$ cat src/rtl/sram_arb_pkg.sv
// Shared types and defaults for the two-requester SRAM port arbiter.
package sram_arb_pkg;

  // Widths of the board SRAM; the latched access record is sized by these.
  localparam int ARB_ADDR_W = 21;
  localparam int ARB_DATA_W = 32;

  // Highest legal word address and the data returned for reads beyond it.
  localparam logic [ARB_ADDR_W-1:0] MEM_DEPTH_DEF = 21'h1F_FFFF;
  localparam logic [ARB_DATA_W-1:0] ERR_DATA_DEF  = 32'hDEAD_BEEF;

  // Arbiter sequencing: wait for a request, drive the SRAM, wait for read data.
  typedef enum logic [1:0] {
    IDLE  = 2'd0,
    ISSUE = 2'd1,
    RWAIT = 2'd2
  } arb_state_t;

  // Requester identity; the encoding doubles as the bit index into req[1:0].
  typedef enum logic {
    REQ_PCI = 1'b0,
    REQ_USR = 1'b1
  } req_id_t;

  // One captured access, frozen while the transaction is in flight.
  typedef struct packed {
    logic                  we;
    logic [ARB_ADDR_W-1:0] addr;
    logic [ARB_DATA_W-1:0] wdata;
  } access_t;

  // The requester that did not win last time.
  function automatic req_id_t other_id(input req_id_t id);
    return (id == REQ_PCI) ? REQ_USR : REQ_PCI;
  endfunction

endpackage

$ cat src/rtl/rr_arb2.sv
// Two-way round-robin picker. Purely combinational; the caller owns the
// last-grant history and only consults win when at least one req is high.
module rr_arb2
  import sram_arb_pkg::*;
(
  input  logic [1:0] req,
  input  req_id_t    last,
  output req_id_t    win
);

  // A lone requester always wins; on a tie the one not served last time wins.
  always_comb begin
    win = other_id(last);
    case (req)
      2'b01:   win = REQ_PCI;
      2'b10:   win = REQ_USR;
      2'b11:   win = other_id(last);
      default: win = other_id(last);
    endcase
  end

endmodule

$ cat src/rtl/sram_port_arbiter.sv
// Shares one single-port SRAM between the PCI host path and the user compute
// engine. Each access goes IDLE -> ISSUE -> (RWAIT) -> IDLE; read data is
// steered back to whichever requester owned the transaction.
module sram_port_arbiter
  import sram_arb_pkg::*;
#(
  parameter int                 ADDR_W    = ARB_ADDR_W,
  parameter int                 DATA_W    = ARB_DATA_W,
  parameter int                 RD_LAT    = 1,
  parameter logic [ADDR_W-1:0]  MEM_DEPTH = ADDR_W'(MEM_DEPTH_DEF),
  parameter logic [DATA_W-1:0]  ERR_DATA  = DATA_W'(ERR_DATA_DEF)
) (
  input  logic              clk,
  input  logic              rst_n,
  // PCI host requester
  input  logic              pci_req,
  input  logic              pci_we,
  input  logic [ADDR_W-1:0] pci_addr,
  input  logic [DATA_W-1:0] pci_wdata,
  output logic              pci_gnt,
  output logic              pci_rvalid,
  output logic [DATA_W-1:0] pci_rdata,
  // User engine requester
  input  logic              usr_req,
  input  logic              usr_we,
  input  logic [ADDR_W-1:0] usr_addr,
  input  logic [DATA_W-1:0] usr_wdata,
  output logic              usr_gnt,
  output logic              usr_rvalid,
  output logic [DATA_W-1:0] usr_rdata,
  // SRAM controller side
  output logic              mem_en,
  output logic              mem_we,
  output logic [ADDR_W-1:0] mem_addr,
  output logic [DATA_W-1:0] mem_wdata,
  input  logic [DATA_W-1:0] mem_rdata,
  // Status
  output logic              addr_err,
  output logic              busy
);

  arb_state_t        state_reg, state_next;
  access_t           lat_reg;
  access_t           req_sel;
  req_id_t           owner_reg;
  req_id_t           last_grant_reg;
  req_id_t           win;
  logic [2:0]        lat_cnt_reg;
  logic [DATA_W-1:0] rdata_reg [2];
  logic [1:0]        rvalid_reg;

  logic              any_req;
  logic              issue;
  logic              oor;
  logic              rd_done;
  logic              err_rd;
  logic              ret_valid;
  logic [DATA_W-1:0] ret_data;

  assign any_req = pci_req | usr_req;
  assign issue   = (state_reg == ISSUE);
  // Range check uses the latched address so it is stable for the whole ISSUE cycle.
  assign oor     = (lat_reg.addr > MEM_DEPTH);

  rr_arb2 u_rr (
    .req  ({usr_req, pci_req}),
    .last (last_grant_reg),
    .win  (win)
  );

  // Mux the winning requester's command into the access record.
  always_comb begin
    req_sel.we    = pci_we;
    req_sel.addr  = pci_addr;
    req_sel.wdata = pci_wdata;
    if (win == REQ_USR) begin
      req_sel.we    = usr_we;
      req_sel.addr  = usr_addr;
      req_sel.wdata = usr_wdata;
    end
  end

  // FSM state register; an async reset drops any in-flight access on the floor.
  always_ff @(posedge clk or negedge rst_n) begin
    if (!rst_n) begin
      state_reg <= IDLE;
    end else begin
      state_reg <= state_next;
    end
  end

  // Next-state and SRAM/handshake outputs, all decoded from registered state.
  always_comb begin
    state_next = state_reg;
    mem_en     = 1'b0;
    mem_we     = 1'b0;
    mem_addr   = '0;
    mem_wdata  = '0;
    pci_gnt    = 1'b0;
    usr_gnt    = 1'b0;
    addr_err   = 1'b0;
    busy       = (state_reg != IDLE);
    case (state_reg)
      IDLE: begin
        if (any_req) begin
          state_next = ISSUE;
        end
      end
      ISSUE: begin
        // Out-of-range accesses still grant, but never reach the SRAM pins.
        mem_en    = ~oor;
        mem_we    = ~oor & lat_reg.we;
        mem_addr  = oor ? '0 : lat_reg.addr;
        mem_wdata = oor ? '0 : lat_reg.wdata;
        pci_gnt   = (owner_reg == REQ_PCI);
        usr_gnt   = (owner_reg == REQ_USR);
        addr_err  = oor;
        state_next = (lat_reg.we || oor) ? IDLE : RWAIT;
      end
      RWAIT: begin
        // A zero count cannot occur in normal operation; leave rather than stall.
        if (lat_cnt_reg <= 3'd1) begin
          state_next = IDLE;
        end
      end
      default: begin
        state_next = IDLE;
      end
    endcase
  end

  // Capture the winner's command and advance round-robin history on acceptance.
  always_ff @(posedge clk or negedge rst_n) begin
    if (!rst_n) begin
      lat_reg        <= '0;
      owner_reg      <= REQ_PCI;
      last_grant_reg <= REQ_USR;
    end else if (state_reg == IDLE && any_req) begin
      lat_reg        <= req_sel;
      owner_reg      <= win;
      last_grant_reg <= win;
    end
  end

  // Read-latency counter: loaded as the read is issued, counted down while waiting.
  always_ff @(posedge clk or negedge rst_n) begin
    if (!rst_n) begin
      lat_cnt_reg <= 3'd0;
    end else if (issue) begin
      lat_cnt_reg <= 3'(RD_LAT);
    end else if (state_reg == RWAIT) begin
      lat_cnt_reg <= lat_cnt_reg - 3'd1;
    end
  end

  // A read completes either from the SRAM after the latency, or at once with
  // the error pattern when its address was out of range.
  assign rd_done   = (state_reg == RWAIT) && (lat_cnt_reg <= 3'd1);
  assign err_rd    = issue && oor && !lat_reg.we;
  assign ret_valid = rd_done | err_rd;
  assign ret_data  = err_rd ? ERR_DATA : mem_rdata;

  // Per-requester return registers; data holds until that requester's next read.
  for (genvar gi = 0; gi < 2; gi++) begin : g_ret
    localparam logic OWN = 1'(gi);

    // Load this port's data and pulse its rvalid only for its own transactions.
    always_ff @(posedge clk or negedge rst_n) begin
      if (!rst_n) begin
        rvalid_reg[gi] <= 1'b0;
        rdata_reg[gi]  <= '0;
      end else begin
        rvalid_reg[gi] <= ret_valid && (owner_reg == req_id_t'(OWN));
        if (ret_valid && (owner_reg == req_id_t'(OWN))) begin
          rdata_reg[gi] <= ret_data;
        end
      end
    end
  end

  assign pci_rvalid = rvalid_reg[REQ_PCI];
  assign pci_rdata  = rdata_reg[REQ_PCI];
  assign usr_rvalid = rvalid_reg[REQ_USR];
  assign usr_rdata  = rdata_reg[REQ_USR];

endmodule

$ cat config.mk
export PLATFORM = sky130hd
export DESIGN_NAME = sram_port_arbiter
export DESIGN_NICKNAME = d
export VERILOG_FILES = /design/src/rtl/sram_arb_pkg.sv /design/src/rtl/rr_arb2.sv /design/src/rtl/sram_port_arbiter.sv
export SDC_FILE = /design/constraint.sdc
export NUM_CORES = 1
export LEC_CHECK = 0
export ABC_AREA = 1
export ABC_CLOCK_PERIOD_IN_PS = 4300
export CORE_MARGIN = 2
export CORE_UTILIZATION = 30
export DETAILED_ROUTE_END_ITERATION = 16
export PLACE_DENSITY_LB_ADDON = 0.25
export SLEW_MARGIN = 20
export SYNTH_ARGS = -nofsm -noshare
export SYNTH_HDL_FRONTEND = slang
export SYNTH_HIERARCHICAL = 1
export SYNTH_SLANG_ARGS = --single-unit
$ cat constraint.sdc
create_clock -name clk -period 4.3 [get_ports clk]
set_input_delay 0.86 -clock clk [delete_from_list [all_inputs] [get_ports clk]]
set_output_delay 0.86 -clock clk [all_outputs]
set_load 0.01 [all_outputs]
==> reports/results.md, run 1 <==
## GRT
* 0 — total grt overflow
* 5700 — vias in the first global route
* 0.171 — global-route total usage across every layer
* 29.8 mm — wire length of the first global-routing pass
* 0 — initial antenna violation count
* 110 — pin count of the biggest net entering global routing

## Synthesis
* 0.0918 — complex-gate fraction of the synthesized area
* 0.500 — fraction of the yosys area taken by sequential cells
* dfrtp_1 — post-synthesis cell type with the largest combined area
* nand2_1 — most repeated cell in the gate-level netlist after synthesis
* 0.255 — basic-gate share of the synthesized area counting and, or, nand and nor cells
* 0.0118 — post-synthesis share of cell area spent on full adders, half adders and majority gates
* dfrtp_1 50%, nand2_1 15%, inv_1 7.1%, nand4_1 6.3%, o21ai_0 4.6% — largest cells by area after synthesis
* dfrtp_1 — most frequently used flop master after synthesis
* 965 — Synthesized Nets
* 6 — Yosys Warn Count
* 252 x nand2_1, 126 x dfrtp_1, 121 x inv_1, 64 x nand4_1, 59 x o21ai_0 — synth cell count leaders
* 0.495 — portion of synthesized cell area occupied by the leading cell type
* 7.81 um^2 — average cell area after synthesis
* 815 — Synth Instances
* 0 — xor and xnor fraction of the mapped netlist area
* 0 — number of enable flip-flop cells after synthesis
* simple AND/OR/NAND/NOR gates — largest family of logic cells by synthesized area
* 127 — synthesized flop and latch total
* 0.00636 mm^2 — Post-Synthesis Cell Area
* 0 — multiplexer share of the synthesized area
* 1.00 — share of async-settable or async-resettable flops after synthesis
* 23 — number of library cell types mapped by synthesis

## Worst setup path
* 36 — Worst Path Max Fanout
* output port — nature of the critical path endpoint
* 2.47 ns — arrival time at the worst endpoint
* register to output port — CP Class
* register — startpoint types
* 3.44 ns — worst path required time

## STA
* 0 — Max Transition Viols Final
* 0 ns — setup total negative slack
* 0.774 — fin crit share
* 0.948 ns — actual slew at the worst max-slew pin
* 0 — final setup violating endpoints
* 0.00971 ns — largest clock skew in the final design
* 0 — final number of hold-violating endpoints
* no — RSZ-0062 raised after global routing
* 0.367 — slew margin rel.
* 3.33 ns — fin crit period
* 301 MHz — Achievable Freq
* 0.973 ns — setup slack after layout

## Clocking
* done — CTS tree
* 0 — Post-CTS Setup Bufs
* 4 — H-Tree Depth
* 17 — Num CTS Buffers
* 127 — Sink Count
* 0 — CTS Hold Bufs
* clkbuf_16 — root buffer cell
* 0.41 ns — clock latency reported for the late side of the worst-skew pair
* 0 — PostCTS Resize Cnt
* 2 — Longest Clk Path Bufs
* 0.06 ns — clock slew seen by the registers of the worst setup and hold paths

## Floorplan
* 0.0209 mm^2 — placeable core region
* 0.0224 mm^2 — Die Footprint
* 269 — top-level port count
* 150 um — die outline width
* 53 — number of placement rows
* 150 um — vertical extent of the die
* 0.305 — Starting Density

## Power and ir drop
* 7.18 mW — total power of the final layout
* 4.68 nW — Leak Pwr
* 424 uV — maximum ir drop on the vdd rail
* 745 mW/mm^2 — ratio of total power to cell area

## Cells and area
* 0.461 — utilization of the core after routing
* 0.0471 — fraction of layout instances using a drive strength above 1
* 51.5% — post-synthesis to final-layout area growth
* 1198 — nets
* 0 — antenna diode count
* 54 — max reg flops
* 2134 — number of fill cells
* 1336 — number of standard cells in the layout, taps in and fillers out

## Worst hold path
* register to register — class of the worst hold path

## Routing
* 0 — antenna-violating nets left
* 5918 — via count
* 4 — router iterations before antenna repair
* 0 — DR DRC count
* 4.43 — Via density
* 18.7 mm — DRT Wirelength
* 14.0 um — per-cell routed wire length
* 305 — number of DRC violations after detailed-routing iteration 0

## Placed design
* 1.19 ns — worst setup timing slack at the placement stage
* 12.7 mm — Detailed Place HPWL
* 267 — Port Buffers
* 1304 — total instance count after detailed placement
* 0.771 — global placer's final weighted congestion

## Outcome
* complete, no violations — outcome

## Run
* 0 — max-capacitance violation count

-- placed cells by master, fill, tap and decap left out, types with 4 or more instances in the layout --
cell             Yosys  final
a21oi_1             55     55
buf_4                6      5
clkbuf_16            0     17
clkdlybuf4s50_1      0    266
clkinv_2             0      4
dfrtp_1            126    126
ha_1                 6      4
inv_1              121    121
inv_2                4      4
nand2_1            252    251
nand4_1             64     64
nor2_1              58     58
o21ai_0             59     59
-- layer usage --
layer / up-vias / routed length [um] / track usage
met5: - / 0 / 0
met1: 2692 / 7990 / 0.212
li1: 3007 / - / -
met3: 16 / 1830 / 0.0716
met4: 0 / 293 / 0.0529
met2: 203 / 8580 / 0.270
-- where the power goes --
part	internal [mW]	total, mW	switching [mW]	leakage (nW)
sequential	1.78	2.09	0.313	1.41
combinational	1.70	3.65	1.95	2.98
clock	0.897	1.43	0.537	0.282
-- cell type report --
class | count | area [um^2] | area share
Sequential cell | 127 | 3180 | 0.330
Timing Repair Buffer | 274 | 2750 | 0.285
Inverter | 125 | 469 | 0.0487
Clock buffer | 22 | 474 | 0.0492
Multi-Input combinational cell | 503 | 2310 | 0.240
Clock inverter | 10 | 111 | 0.0116
Tap cell | 275 | 344 | 0.0357
-- final timing paths --
kind                               startpoint            end  slack [ns]  cells past startpoint
worst max-delay path             state_reg[1]        pci_gnt        0.97                      6
worst min-delay path            pci_rdata[12]  pci_rdata[12]        0.47                      2
worst max register to register      owner_reg  pci_rdata[14]        2.07                      5
worst min register to register  pci_rdata[12]  pci_rdata[12]        0.47                      2
max in group asynchronous               rst_n    lat_reg[33]        2.93                      2
min in group asynchronous               rst_n   pci_rdata[7]        0.48                      1
-- critical path, stage by stage, from the launching register on --
cell and delay, ns:
dfrtp_1 0.40, inv_1 0.08, ha_2 0.53, buf_12 0.28
inv_1 0.10, nor2_1 0.09, clkdlybuf4s50_1 0.58
-- stage by stage --
step | area [um^2] | hold WS, ns
after CTS | 9640 | 0.472
after floorplan | 6360 | 0.459
final | 9640 | 0.466
after global placement | 9050 | 0.452
after detailed placement | 9050 | 0.457
after global routing | 9640 | 0.489
-- kinds of logic (layout without fill, tap and decap cells) --
logic type / after synthesis / count (layout)
buf+inv: 185 / 431
fa+ha+maj: 6 / 6
other cells: 1 / 1
compound gates: 116 / 116
simple gates: 380 / 380
flops: 127 / 127
No activity file was read; power rests on OpenSTA's default activity.
==> run 2, diff against run 1 <==
--- a/config.mk
+++ b/config.mk
@@ -6,7 +6,7 @@
 export NUM_CORES = 1
 export LEC_CHECK = 0
 export ABC_AREA = 1
-export ABC_CLOCK_PERIOD_IN_PS = 4300
+export ABC_CLOCK_PERIOD_IN_PS = 3400
 export CORE_MARGIN = 2
 export CORE_UTILIZATION = 30
 export DETAILED_ROUTE_END_ITERATION = 16
==> constraint.sdc (replaced) <==
create_clock -name clk -period 3.4 [get_ports clk]
set_input_delay 0.68 -clock clk [delete_from_list [all_inputs] [get_ports clk]]
set_output_delay 0.68 -clock clk [all_outputs]
set_load 0.01 [all_outputs]
==> run 2 against run 1 <==
Cell area up 0.97%. Sequential share of layout area down 0.32 points. Via count up 0.56%. Sequential power up 27%. Non-clock buffer count up 4.
==> reports/results.md, run 2 (synthesis gave the netlist of run 1 again) <==
## Clocking
* 2 — Longest Clk Path Bufs, unchanged
* 0 — CTS Hold Bufs, unchanged
* 127 — Sink Count, unchanged
* 0 — Post-CTS Setup Bufs, unchanged
* 0.41 ns — clock latency reported for the late side of the worst-skew pair, about the same
* 0.06 ns — clock slew seen by the registers of the worst setup and hold paths, about the same
* 4 — H-Tree Depth, unchanged
* 0 — PostCTS Resize Cnt, unchanged
* 17 — Num CTS Buffers, unchanged
* clkbuf_16 — root buffer cell
* done — CTS tree

## GRT
* 0 — total grt overflow, unchanged
* met2 — busiest layer in global routing
* 0.278 — met2 track demand over resource in global routing, +0.00711
* 5797 — vias in the first global route, +1.7%
* 0.0674 — met3 Usage GRT, -0.00427
* 0 — initial antenna violation count, unchanged
* 0.206 — met1 demand-to-capacity share in global routing, -0.00618
* 0.170 — global-route total usage across every layer, -0.00102
* 79 — pin count of the biggest net entering global routing, -28%
* 29.7 mm — wire length of the first global-routing pass, -0.37%

## Cells and area
* 1202 — nets, +0.33%
* 0.00318 mm^2 — total area of sequential cells, unchanged
* 52.9% — post-synthesis to final-layout area growth
* 266 x clkdlybuf4s50_1, 251 x nand2_1, 126 x dfrtp_1 — commonest cells after routing, fill and taps aside
* clkdlybuf4s50_1 — most common cell after layout, fill and taps aside
* 0 — antenna diode count, unchanged
* 0.00231 mm^2 — area of the multi-input gates, unchanged
* 0.466 — utilization of the core after routing, +0.00449
* 54 — max reg flops, unchanged
* 2132 — number of fill cells, -0.094%
* 0.0526 — fraction of layout instances using a drive strength above 1, +0.00546

## Worst setup path
* 4 — number of cell instances on the worst register-to-register path, -1
* inv_1 — cell seen most often among critical-path stages
* owner_reg — RR Startpoint
* 2.72 ns — worst path required time, -0.72 ns
* clkdlybuf4s50_1 — cell type of the slowest stage on the worst timing path
* inv_1 -> ha_2 -> buf_12 -> inv_1 -> nor2_1 -> clkdlybuf4s50_1 — cells along the critical path
* output port — nature of the critical path endpoint
* 1.45 ns — slack of the worst reg-to-reg path, -0.62 ns
* pci_rdata[10] — capturing point of the worst reg2reg path
* register — startpoint types
* 0.58 ns — largest incremental delay on the critical path, about the same
* 2.37 ns — arrival time at the worst endpoint, -0.10 ns
* 43 — Worst Path Max Fanout, +19%
* register to output port — CP Class

## Placed design
* 267 — Port Buffers, unchanged
* 12.9 mm — Detailed Place HPWL, +1.8%
* 0.805 — global placer's final weighted congestion, +4.4%

## Routing
* 14.0 um — per-cell routed wire length, about the same
* 4.44 — Via density, +0.26%
* 18.8 mm — DRT Wirelength, +0.37%
* 5951 — via count, +0.56%
* 0 — antenna-violating nets left, unchanged
* 0 — DR DRC count, unchanged
* 4 — router iterations before antenna repair, unchanged
* 253 — number of DRC violations after detailed-routing iteration 0, -17%

## STA
* 0.740 ns — actual slew at the worst max-slew pin, -0.208 ns
* 0 ns — setup total negative slack, unchanged
* 3.05 ns — fin crit period
* 0 — final number of hold-violating endpoints, unchanged
* no — RSZ-0062 raised after global routing
* 0 — Max Transition Viols Final, unchanged
* 0 — final setup violating endpoints, unchanged
* 0.507 — slew margin rel., +0.139
* 0.896 — fin crit share
* 0.00903 ns — largest clock skew in the final design, -0.000674 ns
* 328 MHz — Achievable Freq

## Floorplan
* 53 — number of placement rows, unchanged
* 0.0209 mm^2 — placeable core region, unchanged
* 150 um — die outline width, unchanged
* 269 — top-level port count, unchanged
* 150 um — vertical extent of the die, unchanged
* 0.305 — Starting Density, unchanged
* 0.0224 mm^2 — Die Footprint, unchanged

## Power and ir drop
* 4.73 nW — Leak Pwr, +1.1%
* 424 uV — maximum ir drop on the vdd rail, about the same
* 952 mW/mm^2 — ratio of total power to cell area, +28%

## Worst hold path
* primary input to async pin — class of the worst hold path

## Outcome
* complete, no violations — outcome

## Run
* 0 — max-capacitance violation count, unchanged

[run 2: cell count changes in the layout (fill, tap and decap cells not counted), sizes merged]
cell      previous run  this run
inv                125       127
clkbuf              22        17
clkinv               5         8
buf                  8        12
clkinvlp             3         1
bufinv               2         4
[run 2: worst max path at each step]
stage / to / cells past startpoint / slack, ns / start
global route: pci_gnt / 6 / 0.21 / state_reg[1]
global placement: pci_gnt / 6 / 0.73 / state_reg[1]
CTS: pci_gnt / 6 / 0.28 / state_reg[1]
floorplan: mem_wdata[11] / 7 / 1.53 / state_reg[1]
detailed placement: lat_reg[6] / 10 / 0.69 / pci_req
finish: pci_gnt / 6 / 0.35 / state_reg[1]
[run 2: through the flow]
stage | std cells | cell area, um^2 | total power [mW] | setup slack [ns] | hold WS (ns)
floorplan | 815 | 6360 | 5.29 | 1.53 | 0.384
global placement | 1308 | 9090 | 7.35 | 0.726 | 0.453
detailed placement | 1308 | 9090 | 7.38 | 0.695 | 0.457
CTS | 1340 | 9730 | 9.42 | 0.279 | 0.293
global route | 1340 | 9730 | 10.0 | 0.215 | 0.316
finish | 1340 | 9730 | 9.26 | 0.354 | 0.274
[run 2: layout make-up]
| cell class | count | share of cell area |
|---|---|---|
| Clock buffer | 17 | 0.0437 |
| Clock inverter | 15 | 0.0217 |
| Inverter | 125 | 0.0482 |
| Multi-Input combinational cell | 503 | 0.237 |
| Sequential cell | 127 | 0.327 |
| Tap cell | 275 | 0.0354 |
| Timing Repair Buffer | 278 | 0.287 |
[run 2: worst max-delay path: cells and delay by family, from the launching register on]
| kind | cells | cell delay (ns) |
|---|---|---|
| and+or+nand+nor | 1 | 0.09 |
| buffers and inverters | 4 | 1.04 |
| adders and majority gates | 1 | 0.44 |
| DFF | 1 | 0.40 |
[run 2: metal layers]
layer,share of wire,vias up,wire length (um)
met5,0,-,0
met4,0.012,0,227
met3,0.10,16,1910
met2,0.47,218,8730
met1,0.42,2698,7900
li1,-,3019,-
[run 2: power by group]
group / internal, mW / switching, mW / total [mW]
Combinational: 2.17 / 2.47 / 4.64
Clock: 1.24 / 0.727 / 1.97
Sequential: 2.25 / 0.408 / 2.66
==> run 3, diff against run 2 <==
--- a/config.mk
+++ b/config.mk
@@ -6,7 +6,9 @@
 export NUM_CORES = 1
 export LEC_CHECK = 0
 export ABC_AREA = 1
-export ABC_CLOCK_PERIOD_IN_PS = 3400
+export ABC_CLOCK_PERIOD_IN_PS = 2600
+export CAP_MARGIN = 30
+export CORE_ASPECT_RATIO = 1.5
 export CORE_MARGIN = 2
 export CORE_UTILIZATION = 30
 export DETAILED_ROUTE_END_ITERATION = 16
==> constraint.sdc (replaced) <==
create_clock -name clk -period 2.6 [get_ports clk]
set_input_delay 0.52 -clock clk [delete_from_list [all_inputs] [get_ports clk]]
set_output_delay 0.52 -clock clk [all_outputs]
set_load 0.01 [all_outputs]
==> run 3 against run 2 <==
Die area up 0.10%. Setup slack worse by 0.28 ns. Power grew 32%. Via count up 1.3%. Cell area grew 1.8%. Combinational power rose by 38%. Hold slack better by 0.19 ns. Largest power group unchanged. Sequential share of layout area down 0.59 points. First-iteration DRC count up 12%. Clock-buffer cell count rose by 4.
==> reports/results.md, run 3 (synthesis gave the netlist of run 1 again) <==
## Floorplan
* 65 — number of placement rows, +23%
* 269 — top-level port count, unchanged
* 123 um — die outline width, -18%
* 0.0224 mm^2 — Die Footprint, +0.10%
* 0.304 — Starting Density, about the same
* 182 um — vertical extent of the die, +22%
* 0.0209 mm^2 — placeable core region, about the same

## STA
* 0 ns — setup total negative slack, unchanged
* 0 — final setup violating endpoints, unchanged
* 2.53 ns — fin crit period
* yes — RSZ-0062 raised after global routing
* 0 — final number of hold-violating endpoints, unchanged
* 0.00614 ns — largest clock skew in the final design, -0.00289 ns
* 0 — Max Transition Viols Final, unchanged
* 396 MHz — Achievable Freq
* 0.565 — slew margin rel., +0.0584
* 0.972 — fin crit share
* 0.653 ns — actual slew at the worst max-slew pin, -0.0876 ns

## Worst setup path
* 2.08 ns — worst path required time, -0.64 ns
* 7 — Worst Path Max Fanout, -84%
* 0.63 ns — slack of the worst reg-to-reg path, -0.82 ns
* 2.01 ns — arrival time at the worst endpoint, -0.36 ns
* register — startpoint types
* register to output port — CP Class
* output port — nature of the critical path endpoint
* inv_2 -> ha_4 -> buf_6 -> nand2_1 -> inv_1 -> clkdlybuf4s50_1 — cells along the critical path
* 7 — number of cell instances on the worst register-to-register path, +3
* lat_cnt_reg[1] — RR Startpoint
* usr_rdata[20] — capturing point of the worst reg2reg path
* buffers and inverters — cell type group with the largest total delay on the critical path
* clkdlybuf4s50_1 — cell type of the slowest stage on the worst timing path
* 0.55 ns — largest incremental delay on the critical path, -0.03 ns
* 4 — count of buffering cells on the critical path with inverters included, unchanged

## Routing
* 4 — router iterations before antenna repair, unchanged
* 6026 — via count, +1.3%
* 0 — DR DRC count, unchanged
* 20.0 mm — DRT Wirelength, +6.5%
* 284 — number of DRC violations after detailed-routing iteration 0, +12%
* 0 — antenna-violating nets left, unchanged
* 14.9 um — per-cell routed wire length, +6.4%
* 4.49 — Via density, +1.2%

## GRT
* 92 — pin count of the biggest net entering global routing, +16%
* 0 — initial antenna violation count, unchanged
* 30.9 mm — wire length of the first global-routing pass, +4.1%
* 0.178 — global-route total usage across every layer, +0.00851
* 0 — total grt overflow, unchanged
* 5890 — vias in the first global route, +1.6%

## Clocking
* 127 — Sink Count, unchanged
* 0.06 ns — clock slew seen by the registers of the worst setup and hold paths, about the same
* clkbuf_16 — root buffer cell
* 17 — Num CTS Buffers, unchanged
* 4 — H-Tree Depth, unchanged
* 2 — Longest Clk Path Bufs, unchanged
* done — CTS tree
* 0.41 ns — clock latency reported for the late side of the worst-skew pair, about the same

## Cells and area
* 1341 — number of standard cells in the layout, taps in and fillers out, +0.075%
* nand2_1 — most common cell after layout, fill and taps aside
* 0 — antenna diode count, unchanged
* 54 — max reg flops, unchanged
* 251 x nand2_1, 234 x clkdlybuf4s50_1, 126 x dfrtp_1 — commonest cells after routing, fill and taps aside
* 55.7% — post-synthesis to final-layout area growth
* 2103 — number of fill cells, -1.4%
* 0.0596 — fraction of layout instances using a drive strength above 1, +0.00706
* 1212 — nets, +0.83%

## Outcome
* complete, no violations — outcome

## Worst hold path
* 2 — number of instances on the worst hold path
* usr_rdata[10] — startpoint of the worst hold path
* usr_rdata[10] — hold-critical path endpoint
* register to register — class of the worst hold path

## Run
* 0 — max-capacitance violation count, unchanged

## Placed design
* 0.815 — global placer's final weighted congestion, +1.3%
* 267 — Port Buffers, unchanged
* 13.2 mm — Detailed Place HPWL, +2.5%
* 1301 — total instance count after detailed placement, -0.54%

## Power and ir drop
* 0.195 — proportion of power drawn by the clock network, -0.017
* 0.522 — part of the power in combinational logic, +0.021
* 1240 mW/mm^2 — ratio of total power to cell area, +30%
* 7.46 mW — internal power, +32%
* 12.2 mW — total power of the final layout, +32%
* 672 uV — maximum ir drop on the vdd rail, +59%
* 0.283 — Seq pwr share, -0.004
* 5.21 nW — Leak Pwr, +10%
* 0.391 — switching part of the total, +0.00213
* 4.78 mW — power spent charging and discharging nets, +33%

[run 3: worst reg2reg max path: stages (launching register included)]
cell and delay [ns]:
dfrtp_1 0.37, inv_1 0.10, ha_1 0.16, nand2_1 0.10, nand2_4 0.38, nand3_4 0.48
nand2_1 0.20, nand2_1 0.06
[run 3: power groups by stage]
stage	Sequential, mW	Combinational, mW	Clock [mW]
2_1_floorplan	3.63	3.29	0
3_3_place_gp	3.47	6.15	0
3_5_place_dp	3.49	6.20	0
4_1_cts	3.47	6.32	2.46
5_1_grt	3.60	7.08	2.54
6_report	3.46	6.40	2.39
[run 3: layout make-up]
cell class / instances / area [um^2] / share of cell area
Timing Repair Buffer: 288 / 3020 / 0.305
Inverter: 125 / 469 / 0.0473
Clock inverter: 9 / 110 / 0.0111
Sequential cell: 127 / 3180 / 0.321
Clock buffer: 21 / 480 / 0.0485
Tap cell: 268 / 335 / 0.0338
Multi-Input combinational cell: 503 / 2310 / 0.233
[run 3: timing repair]
item	CTS	global route
endpoints found under the hold margin	20	0
setup buffers	0	4
endpoints found under the setup margin	55	56
resized for setup	1	34
cloned	1	4
hold buffers	1	0
[run 3: per-layer routing]
metal / GRT usage / up-vias / routed length, um
li1: - / 3038 / -
met1: 0.197 / 2775 / 7710
met2: 0.316 / 193 / 10500
met3: 0.0631 / 20 / 1480
met4: 0.0543 / 0 / 280
met5: 0 / - / 0
[run 3: stage by stage]
stage	cell area (um^2)	setup WS [ns]	util	hold WS (ns)
3_5_place_dp	9090	0.270	0.435	0.389
6_report	9910	0.0719	0.474	0.468
5_1_grt	9910	-0.0136	0.474	0.490
4_1_cts	9730	-0.0845	0.465	0.472
3_3_place_gp	9090	0.308	0.435	0.385
2_1_floorplan	6360	0.888	-	0.224
[run 3: worst max-delay path by stage]
stage	to	cells past startpoint	slack (ns)	from
2_1_floorplan	mem_wdata[11]	7	0.89	state_reg[1]
3_3_place_gp	lat_reg[27]	10	0.31	pci_req
3_5_place_dp	lat_reg[19]	10	0.27	pci_req
4_1_cts	mem_wdata[8]	6	-0.08	state_reg[1]
5_1_grt	mem_addr[7]	6	-0.01	state_reg[1]
6_report	mem_wdata[2]	6	0.07	state_reg[1]
